`src/rtl/diff_arch_event_pkg.sv`:
```
// Shared types for the arch-event batcher: flag bit positions, payload and record layout.
// Macro DIFF_ARCH_EVENT_TIMESTAMP_EN adds a 64-bit capture timestamp to every record.
package diff_arch_event_pkg;

    localparam int FLAG_IR_TO_VS      = 0;
    localparam int FLAG_IR_TO_HS      = 1;
    localparam int FLAG_HVICTL_INJECT = 2;
    localparam int FLAG_HAS_NMI       = 3;

    // Record fields are sized for the largest supported configuration (8 channels).
    localparam int CHAN_W    = 3;
    localparam int REC_SEQ_W = 16;

    typedef struct packed {
        logic [31:0] interrupt;
        logic [31:0] exception;
        logic [63:0] exception_pc;
        logic [31:0] exception_inst;
        logic [3:0]  flags;
        logic [7:0]  coreid;
    } event_payload_t;

    typedef struct packed {
`ifdef DIFF_ARCH_EVENT_TIMESTAMP_EN
        logic [63:0]          timestamp;
`endif
        event_payload_t       payload;
        logic [CHAN_W-1:0]    chan;
        logic [REC_SEQ_W-1:0] seq;
    } arch_event_rec_t;

    localparam int REC_W = $bits(arch_event_rec_t);

endpackage

```
`src/rtl/diff_arch_event_fifo.sv`:
```
// Synchronous FIFO with extra-MSB pointers; caller guarantees push only when not full or popping.
module diff_arch_event_fifo #(
    parameter int  DEPTH = 8,
    parameter type T     = logic [7:0]
) (
    input  logic                   clock,
    input  logic                   reset,
    input  logic                   flush,
    input  logic                   push,
    input  logic                   pop,
    input  T                       wdata,
    output T                       rdata,
    output logic                   full,
    output logic                   empty,
    output logic [$clog2(DEPTH):0] count
);

    localparam int AW = $clog2(DEPTH);

    T           mem [DEPTH];
    logic [AW:0] wptr_q, wptr_d, rptr_q, rptr_d;

    always_comb begin
        wptr_d = wptr_q;
        rptr_d = rptr_q;
        if (push) wptr_d = wptr_q + (AW+1)'(1);
        if (pop)  rptr_d = rptr_q + (AW+1)'(1);
        if (flush) begin
            wptr_d = '0;
            rptr_d = '0;
        end
    end

    always_ff @(posedge clock or negedge reset) begin
        if (!reset) begin
            wptr_q <= '0;
            rptr_q <= '0;
        end else begin
            wptr_q <= wptr_d;
            rptr_q <= rptr_d;
        end
    end

    // Storage needs no reset: entries are only observable between push and pop.
    always_ff @(posedge clock) begin
        if (push && !flush) mem[wptr_q[AW-1:0]] <= wdata;
    end

    assign rdata = mem[rptr_q[AW-1:0]];
    assign empty = (wptr_q == rptr_q);
    assign full  = (wptr_q[AW] != rptr_q[AW]) && (wptr_q[AW-1:0] == rptr_q[AW-1:0]);
    assign count = wptr_q - rptr_q;

endmodule

```
`src/rtl/diff_arch_event_batcher.sv`:
```
// Collects per-channel arch events into skid registers, round-robins them into a FIFO, streams records out.
// Macro DIFF_ARCH_EVENT_TIMESTAMP_EN samples a free-running cycle counter into each captured event.
module diff_arch_event_batcher
    import diff_arch_event_pkg::*;
#(
    parameter int NUM_CH = 2,
    parameter int DEPTH  = 8,
    parameter int SEQ_W  = 16,
    parameter int DROP_W = 16
) (
    input  logic                   clock,
    input  logic                   reset,
    input  logic                   enable,
    input  logic                   flush,
    input  logic [NUM_CH-1:0]      ch_valid,
    input  logic [NUM_CH*32-1:0]   ch_interrupt,
    input  logic [NUM_CH*32-1:0]   ch_exception,
    input  logic [NUM_CH*64-1:0]   ch_exception_pc,
    input  logic [NUM_CH*32-1:0]   ch_exception_inst,
    input  logic [NUM_CH*4-1:0]    ch_flags,
    input  logic [NUM_CH*8-1:0]    ch_coreid,
    output logic                   out_valid,
    input  logic                   out_ready,
    output logic [REC_W-1:0]       out_record,
    output logic [$clog2(DEPTH):0] fifo_count,
    output logic [DROP_W-1:0]      drop_count,
    output logic                   overflow
);

    localparam int CH_W = (NUM_CH > 1) ? $clog2(NUM_CH) : 1;

    arch_event_rec_t [NUM_CH-1:0] skid_q, skid_d;
    logic [NUM_CH-1:0]            skid_vld_q, skid_vld_d;
    logic [CH_W-1:0]              rr_ptr_q, rr_ptr_d, gnt_idx;
    logic [SEQ_W-1:0]             seq_q, seq_d;
    logic [DROP_W-1:0]            drop_cnt_q, drop_cnt_d;
    logic                         overflow_q, overflow_d;
    logic                         gnt_any, grant, pop, fifo_full, fifo_empty;
    logic [3:0]                   n_drop;
    logic [DROP_W+3:0]            drop_sum;
    arch_event_rec_t              push_rec, head_rec;

`ifdef DIFF_ARCH_EVENT_TIMESTAMP_EN
    logic [63:0] ts_q, ts_d;
    assign ts_d = ts_q + 64'd1;
    always_ff @(posedge clock or negedge reset) begin
        if (!reset) ts_q <= '0;
        else        ts_q <= ts_d;
    end
`endif

    // First full skid at or after the pointer wins.
    always_comb begin
        gnt_any = 1'b0;
        gnt_idx = '0;
        for (int k = 0; k < NUM_CH; k++) begin
            if (!gnt_any && skid_vld_q[(int'(rr_ptr_q) + k) % NUM_CH]) begin
                gnt_any = 1'b1;
                gnt_idx = CH_W'((int'(rr_ptr_q) + k) % NUM_CH);
            end
        end
    end

    assign pop   = out_valid && out_ready && !flush;
    assign grant = gnt_any && (!fifo_full || pop) && !flush;

    always_comb begin
        skid_d     = skid_q;
        skid_vld_d = skid_vld_q;
        n_drop     = '0;
        for (int i = 0; i < NUM_CH; i++) begin
            if (grant && gnt_idx == CH_W'(i)) skid_vld_d[i] = 1'b0;
            // A skid freed by this cycle's grant can take the new event.
            if (enable && ch_valid[i] && !flush) begin
                if (!skid_vld_d[i]) begin
                    skid_vld_d[i]                     = 1'b1;
                    skid_d[i]                         = '0;
                    skid_d[i].payload.interrupt       = ch_interrupt[i*32 +: 32];
                    skid_d[i].payload.exception       = ch_exception[i*32 +: 32];
                    skid_d[i].payload.exception_pc    = ch_exception_pc[i*64 +: 64];
                    skid_d[i].payload.exception_inst  = ch_exception_inst[i*32 +: 32];
                    skid_d[i].payload.flags           = ch_flags[i*4 +: 4];
                    skid_d[i].payload.coreid          = ch_coreid[i*8 +: 8];
`ifdef DIFF_ARCH_EVENT_TIMESTAMP_EN
                    skid_d[i].timestamp               = ts_q;
`endif
                end else begin
                    n_drop = n_drop + 4'd1;
                end
            end
        end
        if (flush) skid_vld_d = '0;
    end

    always_comb begin
        push_rec      = skid_q[gnt_idx];
        push_rec.chan = CHAN_W'(gnt_idx);
        push_rec.seq  = REC_SEQ_W'(seq_q);
    end

    always_comb begin
        drop_sum   = (DROP_W+4)'(drop_cnt_q) + (DROP_W+4)'(n_drop);
        drop_cnt_d = (drop_sum > (DROP_W+4)'({DROP_W{1'b1}})) ? '1 : drop_sum[DROP_W-1:0];
        overflow_d = overflow_q || (n_drop != 4'd0);
        seq_d      = grant ? seq_q + SEQ_W'(1) : seq_q;
        rr_ptr_d   = grant ? CH_W'((int'(gnt_idx) + 1) % NUM_CH) : rr_ptr_q;
        if (flush) begin
            drop_cnt_d = '0;
            overflow_d = 1'b0;
            seq_d      = '0;
        end
    end

    always_ff @(posedge clock or negedge reset) begin
        if (!reset) begin
            skid_q     <= '0;
            skid_vld_q <= '0;
            rr_ptr_q   <= '0;
            seq_q      <= '0;
            drop_cnt_q <= '0;
            overflow_q <= 1'b0;
        end else begin
            skid_q     <= skid_d;
            skid_vld_q <= skid_vld_d;
            rr_ptr_q   <= rr_ptr_d;
            seq_q      <= seq_d;
            drop_cnt_q <= drop_cnt_d;
            overflow_q <= overflow_d;
        end
    end

    diff_arch_event_fifo #(
        .DEPTH (DEPTH),
        .T     (arch_event_rec_t)
    ) u_fifo (
        .clock (clock),
        .reset (reset),
        .flush (flush),
        .push  (grant),
        .pop   (pop),
        .wdata (push_rec),
        .rdata (head_rec),
        .full  (fifo_full),
        .empty (fifo_empty),
        .count (fifo_count)
    );

    // Memory is not reset, so the record is masked while the FIFO is empty.
    always_comb begin
        out_record = '0;
        if (!fifo_empty) out_record = head_rec;
    end

    assign out_valid  = !fifo_empty;
    assign drop_count = drop_cnt_q;
    assign overflow   = overflow_q;

endmodule

```
`config.mk`:
```
export PLATFORM = sky130hd
export DESIGN_NAME = diff_arch_event_batcher
export DESIGN_NICKNAME = d
export VERILOG_FILES = /design/src/rtl/diff_arch_event_pkg.sv /design/src/rtl/diff_arch_event_fifo.sv /design/src/rtl/diff_arch_event_batcher.sv
export SDC_FILE = /design/constraint.sdc
export NUM_CORES = 2
export LEC_CHECK = 0
export CAP_MARGIN = 20
export CORE_MARGIN = 1
export CORE_UTILIZATION = 45
export CTS_BUF_LIST = sky130_fd_sc_hd__clkbuf_16
export CTS_CLUSTER_DIAMETER = 50
export DETAILED_ROUTE_END_ITERATION = 8
export PLACE_DENSITY_LB_ADDON = 0.1
export SYNTH_ARGS = -nofsm -noshare
export SYNTH_HDL_FRONTEND = slang
export SYNTH_SLANG_ARGS = --single-unit
```
`constraint.sdc`:
```
create_clock -name clock -period 20.2 [get_ports clock]
set_clock_uncertainty 0.2 [all_clocks]
set_input_delay 4.04 -clock clock [delete_from_list [all_inputs] [get_ports clock]]
set_output_delay 4.04 -clock clock [all_outputs]
set_load 0.05 [all_outputs]
```
After elaboration in Yosys (flattened, before gate mapping):

Memory sizes are Yosys's and may differ from the RTL's.
Index checks and enable logic that the tools add are counted.

* add/sub/neg operators: 8
* reductions and logical operators: 24
* bitwise operators: 4
* magnitude comparators: 4
* mux-type cells: 32
* eq/ne operators: 3

Operators by type and width (count)
* 191-bit two-way mux: 3
* 16-bit two-way mux: 4
* 4-bit two-way mux: 6
* 1-bit two-way mux: 18
* 16-bit by 4-bit adder with 17-bit output: 1
* 17-bit by 16-bit > comparator with 1-bit output, second input constant: 1
* 16-bit by 1-bit adder with 16-bit output, second input constant: 1
* 1-bit logical AND: 13
* 4-bit by 1-bit adder with 4-bit output, second input constant: 3
* 4-bit equality test: 1
* 1-bit zero test: 4
* 1-bit by 2-bit < comparator with 1-bit output, second input constant: 2
* 2-bit AND reduction: 2
* 2-bit nonzero test: 2
* 4-bit nonzero test: 1
* 4-bit subtractor: 1
* 3-bit equality test: 1
* 2-bit by 3-bit < comparator with 1-bit output, second input constant: 1
* 1-bit inverter: 3
* 1-bit adder, second input constant: 2
* 1-bit logical OR: 2
* 2-bit two-way mux: 1
* 1-bit AND, first input constant: 1
* 1-bit inequality test: 1

* input bits: 351
* logic and storage cells: 95
* bits in writable memories: 1512
* memories kept: 1
* flip-flop bits (word level): 388
* output and inout bits: 213

Memories
* u_fifo.mem: words 8, bits a word 189, rd ports 1, clocked after Yosys merged registers in 0, write ports 1, RTL line diff_arch_event_fifo.sv:20 `T mem [DEPTH];`

Longest topological paths before layout:

* depth in word-level cells: 20
* gate-level depth with buffers: 19
* mapped depth without buffers: 15

Cells and area by module:

From an unflattened synthesis, not the netlist that was laid out.

* cell total of the unflattened synthesis: 4380
* area total of the unflattened synthesis: 76240.6 um^2

By module, submodules not included
* diff_arch_event_fifo: cells each 2677, sequential area each 46084.2 um^2, times used 1, area an instance 58140.8 um^2
* diff_arch_event_batcher: cells each 1703, sequential area each 9509.1 um^2, times used 1, area an instance 18099.9 um^2

Worst setup path after synthesis:

OpenSTA, ideal clock, no wires.

* path kind: input port to flip-flop
* from: in out_ready
* to: mem u_fifo.mem[3][0] (netlist bit), enable pin
* data required time: 19.029 ns
* slack: 1.493 ns
* library setup time: 0.971 ns
* buffers on the path: 1
* data arrival time: 17.536 ns
* stages on the path: 5
* cell sequence: clkbuf_1 inv_1 a31oi_1 nand3b_1 nor3_1

* longest elaborated chain between the ends: 8

RTL lines
* start: declaration: RTL line diff_arch_event_batcher.sv:23 `input logic out_ready,`
* 1-bit logical AND (2 in series): RTL line diff_arch_event_batcher.sv:64 `assign pop = out_valid && out_ready && !flush;`
* 1-bit logical OR: RTL line diff_arch_event_batcher.sv:65 `assign grant = gnt_any && (!fifo_full || pop) && !flush;`
* 1-bit logical AND (2 in series): RTL line diff_arch_event_batcher.sv:65
* 1-bit logical AND: RTL line diff_arch_event_fifo.sv:46 `if (push && !flush) mem[wptr_q[AW-1:0]] <= wdata;`
* 1-bit two-way mux: RTL line diff_arch_event_fifo.sv:46
* 1-bit two-way mux (implied by the code): RTL line diff_arch_event_fifo.sv:46
* end: declaration: RTL line diff_arch_event_fifo.sv:20

Every way passes these cells.

Worst setup path after layout:

* from: reg u_fifo.rptr_q[1]
* to: out out_record[146]

* longest elaborated chain between the ends: 2
* elaborated cells between the ends (all ways): 3
* classes of those cells: eq/ne (1); mux (1); memory (1)

RTL lines
* start: declaration: RTL line diff_arch_event_fifo.sv:21 `logic [AW:0] wptr_q, wptr_d, rptr_q, rptr_d;`
* start signal: assignment: RTL line diff_arch_event_fifo.sv:40 `rptr_q <= rptr_d;`
* memory read 8 x 189 bit or 4-bit equality test (tied branches)
* 191-bit two-way mux (*): RTL line diff_arch_event_batcher.sv:151 `if (!fifo_empty) out_record = head_rec;`
* end: declaration: RTL line diff_arch_event_batcher.sv:24 `output logic [REC_W-1:0] out_record,`

Every way passes the cells marked *; elsewhere a longest branch is shown, timed or not.

==> flow_metrics.py <==
metrics = {
    "layout": {
        "stdcell_area_um2": 88900,
        "utilization_pct": 54.4,
        "drive_gt1_share_pct": 25.9,
        "num-fill-cells": 12900,
        "area_growth_syn_to_layout_pct": 19.8,
        "layout.nets": 4790,
    },
    "run": {
        "cap_violations": 0,
    },
    "timing": {
        "tns_ps": 0,
        "relSlewSlack_pct": 30.0,
        "setup_viol": 0,
        "worst_pin_slew_ps": 1050,
        "rsz0062_at_grt": "no",
        "fin_crit_ps": 11190,
        "final-hold-violation-count": 0,
        "period_share_pct": 55.4,
        "drv_slew": 0,
        "fmax_ghz": 0.0894,
    },
    "drt": {
        "via_count": 37300,
        "drt_pass1_iterations": 5,
        "postRouteWirelength_um": 176000,
        "drt-initial-drc-count": 2685,
        "viasPerCell": 5.50,
        "wl_per_cell_um": 26.0,
        "antenna_left": 0,
        "drc": 0,
    },
    "grt": {
        "grt_usage_pct": 21.3,
        "antenna_found_initial": 30,
        "grt_max_degree": 118,
        "grt_pass1_vias": 39700,
        "overflow": 0,
        "grt_pass1_wl_um": 263000,
    },
    "synth": {
        "synth_enable_flop_cells": 1512,
        "synth.distinct_cells": 49,
        "async_reset_ff_share_pct": 20.4,
        "syn-instance-count": 3805,
        "synthFlopType": "edfxtp_1",
        "seq_area_frac_synth_pct": 74.2,
        "synth_seq_cells": 1900,
        "synth.top_cell.area_share_pct": 61.1,
        "yosysWarnings": 0,
        "synth.area.top_cells": "edfxtp_1, dfrtp_1, mux4_2",
        "synth_area_per_cell_um2": 19.5,
        "synth_top_cell_by_area": "edfxtp_1",
        "synth_area_um2": 74300,
    },
    "clocking": {
        "htree_num_levels": 4,
        "post_cts_buffers": 0,
        "cts_buffer_depth": 3,
        "clkTransAtPathRegs_ps": 60,
        "cts_buffers": 204,
        "cts_resized": 0,
        "cts_sinks": 1900,
        "cts_root_buf": "clkbuf_16",
        "clock_latency_ps": 820,
        "cts_tree": "done",
        "hold_buffers": 0,
    },
    "placement": {
        "gp_congestion": 0.750,
        "dp.final_hpwl_um": 97200,
        "io_buffers": 561,
        "placed_area_um2": 82300,
    },
    "worst_hold_path": {
        "min_path_type": "flop to flop",
    },
    "floorplan": {
        "die_w_um": 408,
        "die_h_um": 408,
        "core.rowCount": 148,
        "core_um2": 163000,
        "initial_core_util_pct": 45.5,
        "ios": 564,
        "dieArea_um2": 167000,
    },
    "power": {
        "ir_worst_vdd_mv": 0.103,
        "total_power_mw": 10.0,
        "power_leakage_nw": 29.8,
        "powerDensity_nw_per_um2": 112,
    },
    "worst_setup_path": {
        "endpoint_kind": "output port",
        "arrival_ps": 6950,
        "critical_path_class": "flop to output port",
        "rrSetupSlack_ps": 14100,
        "cp_max_fo": 64,
        "cp.required_ps": 15960,
        "critPathLaunchType": "flop",
    },
    "status": {
        "status": "finished, final reports clean",
    },
}
==> flip-flops by register name (all words and copies together) (netlist names) <==
| name | flops |
|---|---|
| drop_count | 16 |
| skid_q | 344 |
| skid_vld_q | 2 |
| u_fifo.wptr_q | 4 |
| u_fifo.rptr_q | 4 |
| overflow | 1 |
| u_fifo.mem | 1512 |
| seq_q | 16 |
| rr_ptr_q | 1 |
==> cells in the mapped netlist, types with 5 or more instances <==
cell	n
a21oi_1	220
nor2_1	30
o31ai_1	8
inv_1	16
ha_1	9
edfxtp_1	1512
nand2_1	395
dfrtp_1	388
mux2_2	437
or4_1	6
mux4_2	378
buf_6	17
nand4_1	7
buf_2	60
or3_1	5
nor3_1	8
xor2_1	5
clkbuf_1	120
o21ai_0	7
buf_1	17
nand3_1	11
xnor2_1	18
mux2_1	80
o311ai_0	5
a31oi_1	5
==> metrics by stage <==
step	setup WS, ps	hold slack, ps	instances
detailed placement	9690	268	6394
floorplan	1490	252	3806
CTS	8790	282	6779
global route	8700	297	6784
global placement	9650	261	6392
finish	9010	280	6785
==> worst paths after layout <==
path                                   from  depth (start not counted)              end
setup / recovery           u_fifo.rptr_q[1]                          8  out_record[146]
min in group asynchronous             reset                          1       skid_q[19]
setup reg to reg           u_fifo.rptr_q[2]                         15    drop_count[0]
hold reg to reg                 skid_q[351]                          1      skid_q[351]
max in group asynchronous             reset                          3      skid_q[301]
hold / removal                  skid_q[351]                          1      skid_q[351]
==> cells in the final DEF, fill, tap and decap left out, types with 4 or more instances in the layout <==
master,netlist,layout
nand2_1,395,395
a21oi_1,220,219
clkbuf_16,0,207
inv_1,16,76
or3_1,5,5
dfrtp_1,388,385
o21ai_0,7,7
o31ai_1,8,8
or4_1,6,6
nor2_1,30,23
o311ai_0,5,5
bufinv_16,0,17
edfxtp_1,1512,1512
nor4_1,4,4
clkinv_8,0,4
buf_12,0,11
nor2b_1,4,4
inv_8,0,4
a31oi_1,5,5
nand4_1,7,7
buf_4,3,57
nor3_1,8,5
mux2_1,80,80
clkinv_1,0,41
nor2_4,0,7
clkinv_2,0,30
xor2_1,5,5
ha_1,9,9
mux2_2,437,437
nand3_1,11,11
clkdlybuf4s50_1,0,559
xnor2_1,18,18
mux4_2,378,378
inv_6,0,6
clkinvlp_4,0,9
==> layer usage <==
| layer | share of wire [%] | vias up | global-route usage (%) |
|---|---|---|---|
| met4 | 2.0 | 38 | 5.23 |
| met3 | 6.2 | 263 | 5.01 |
| li1 | - | 16300 | - |
| met2 | 49 | 967 | 34.8 |
| met5 | 0.14 | - | 0 |
| met1 | 43 | 19800 | 28.9 |
==> critical path, stage by stage (launching register included) <==
cell and delay (ps):
dfrtp_4 1030, buf_4 870, buf_4 850, buf_4 780
buf_4 750, mux4_2 340, nand2_1 50, a21oi_1 390
clkdlybuf4s50_1 880
==> cell type report <==
type	count	area (um^2)	area share [%]
repair buffers	633	6330	7.12
flip-flops and latches	1900	55100	62.0
well taps	2175	2720	3.06
diodes	3	7.51	0.00844
multi-input cells	1673	18100	20.4
clock inverters	178	1360	1.52
clock buffers	207	5180	5.83
inverters	16	67.6	0.0760
==> report_power, final <==
group	total (mW)	internal, mW	leakage, nW	switching, mW
Clock	3.60	2.08	3.42	1.52
Combinational	1.78	0.689	7.97	1.09
Sequential	4.63	4.55	18.4	0.0776
Total	10.0	7.32	29.8	2.68
==> kinds of logic (layout without fill, tap and decap cells) <==
family,count (synthesis),after routing,synth area share [%]
and+or+nand+nor,483,483,2.63
muxes,898,898,19.3
buffers and inverters,233,1034,1.47
DFF,1900,1900,74.2
xor gates and xnor gates,24,24,0.293
AOI/OAI and AO/OA,255,255,1.82
adders and majority gates,11,11,0.206
other,1,5,0.00505
Power figures use the tool's default switching activity.
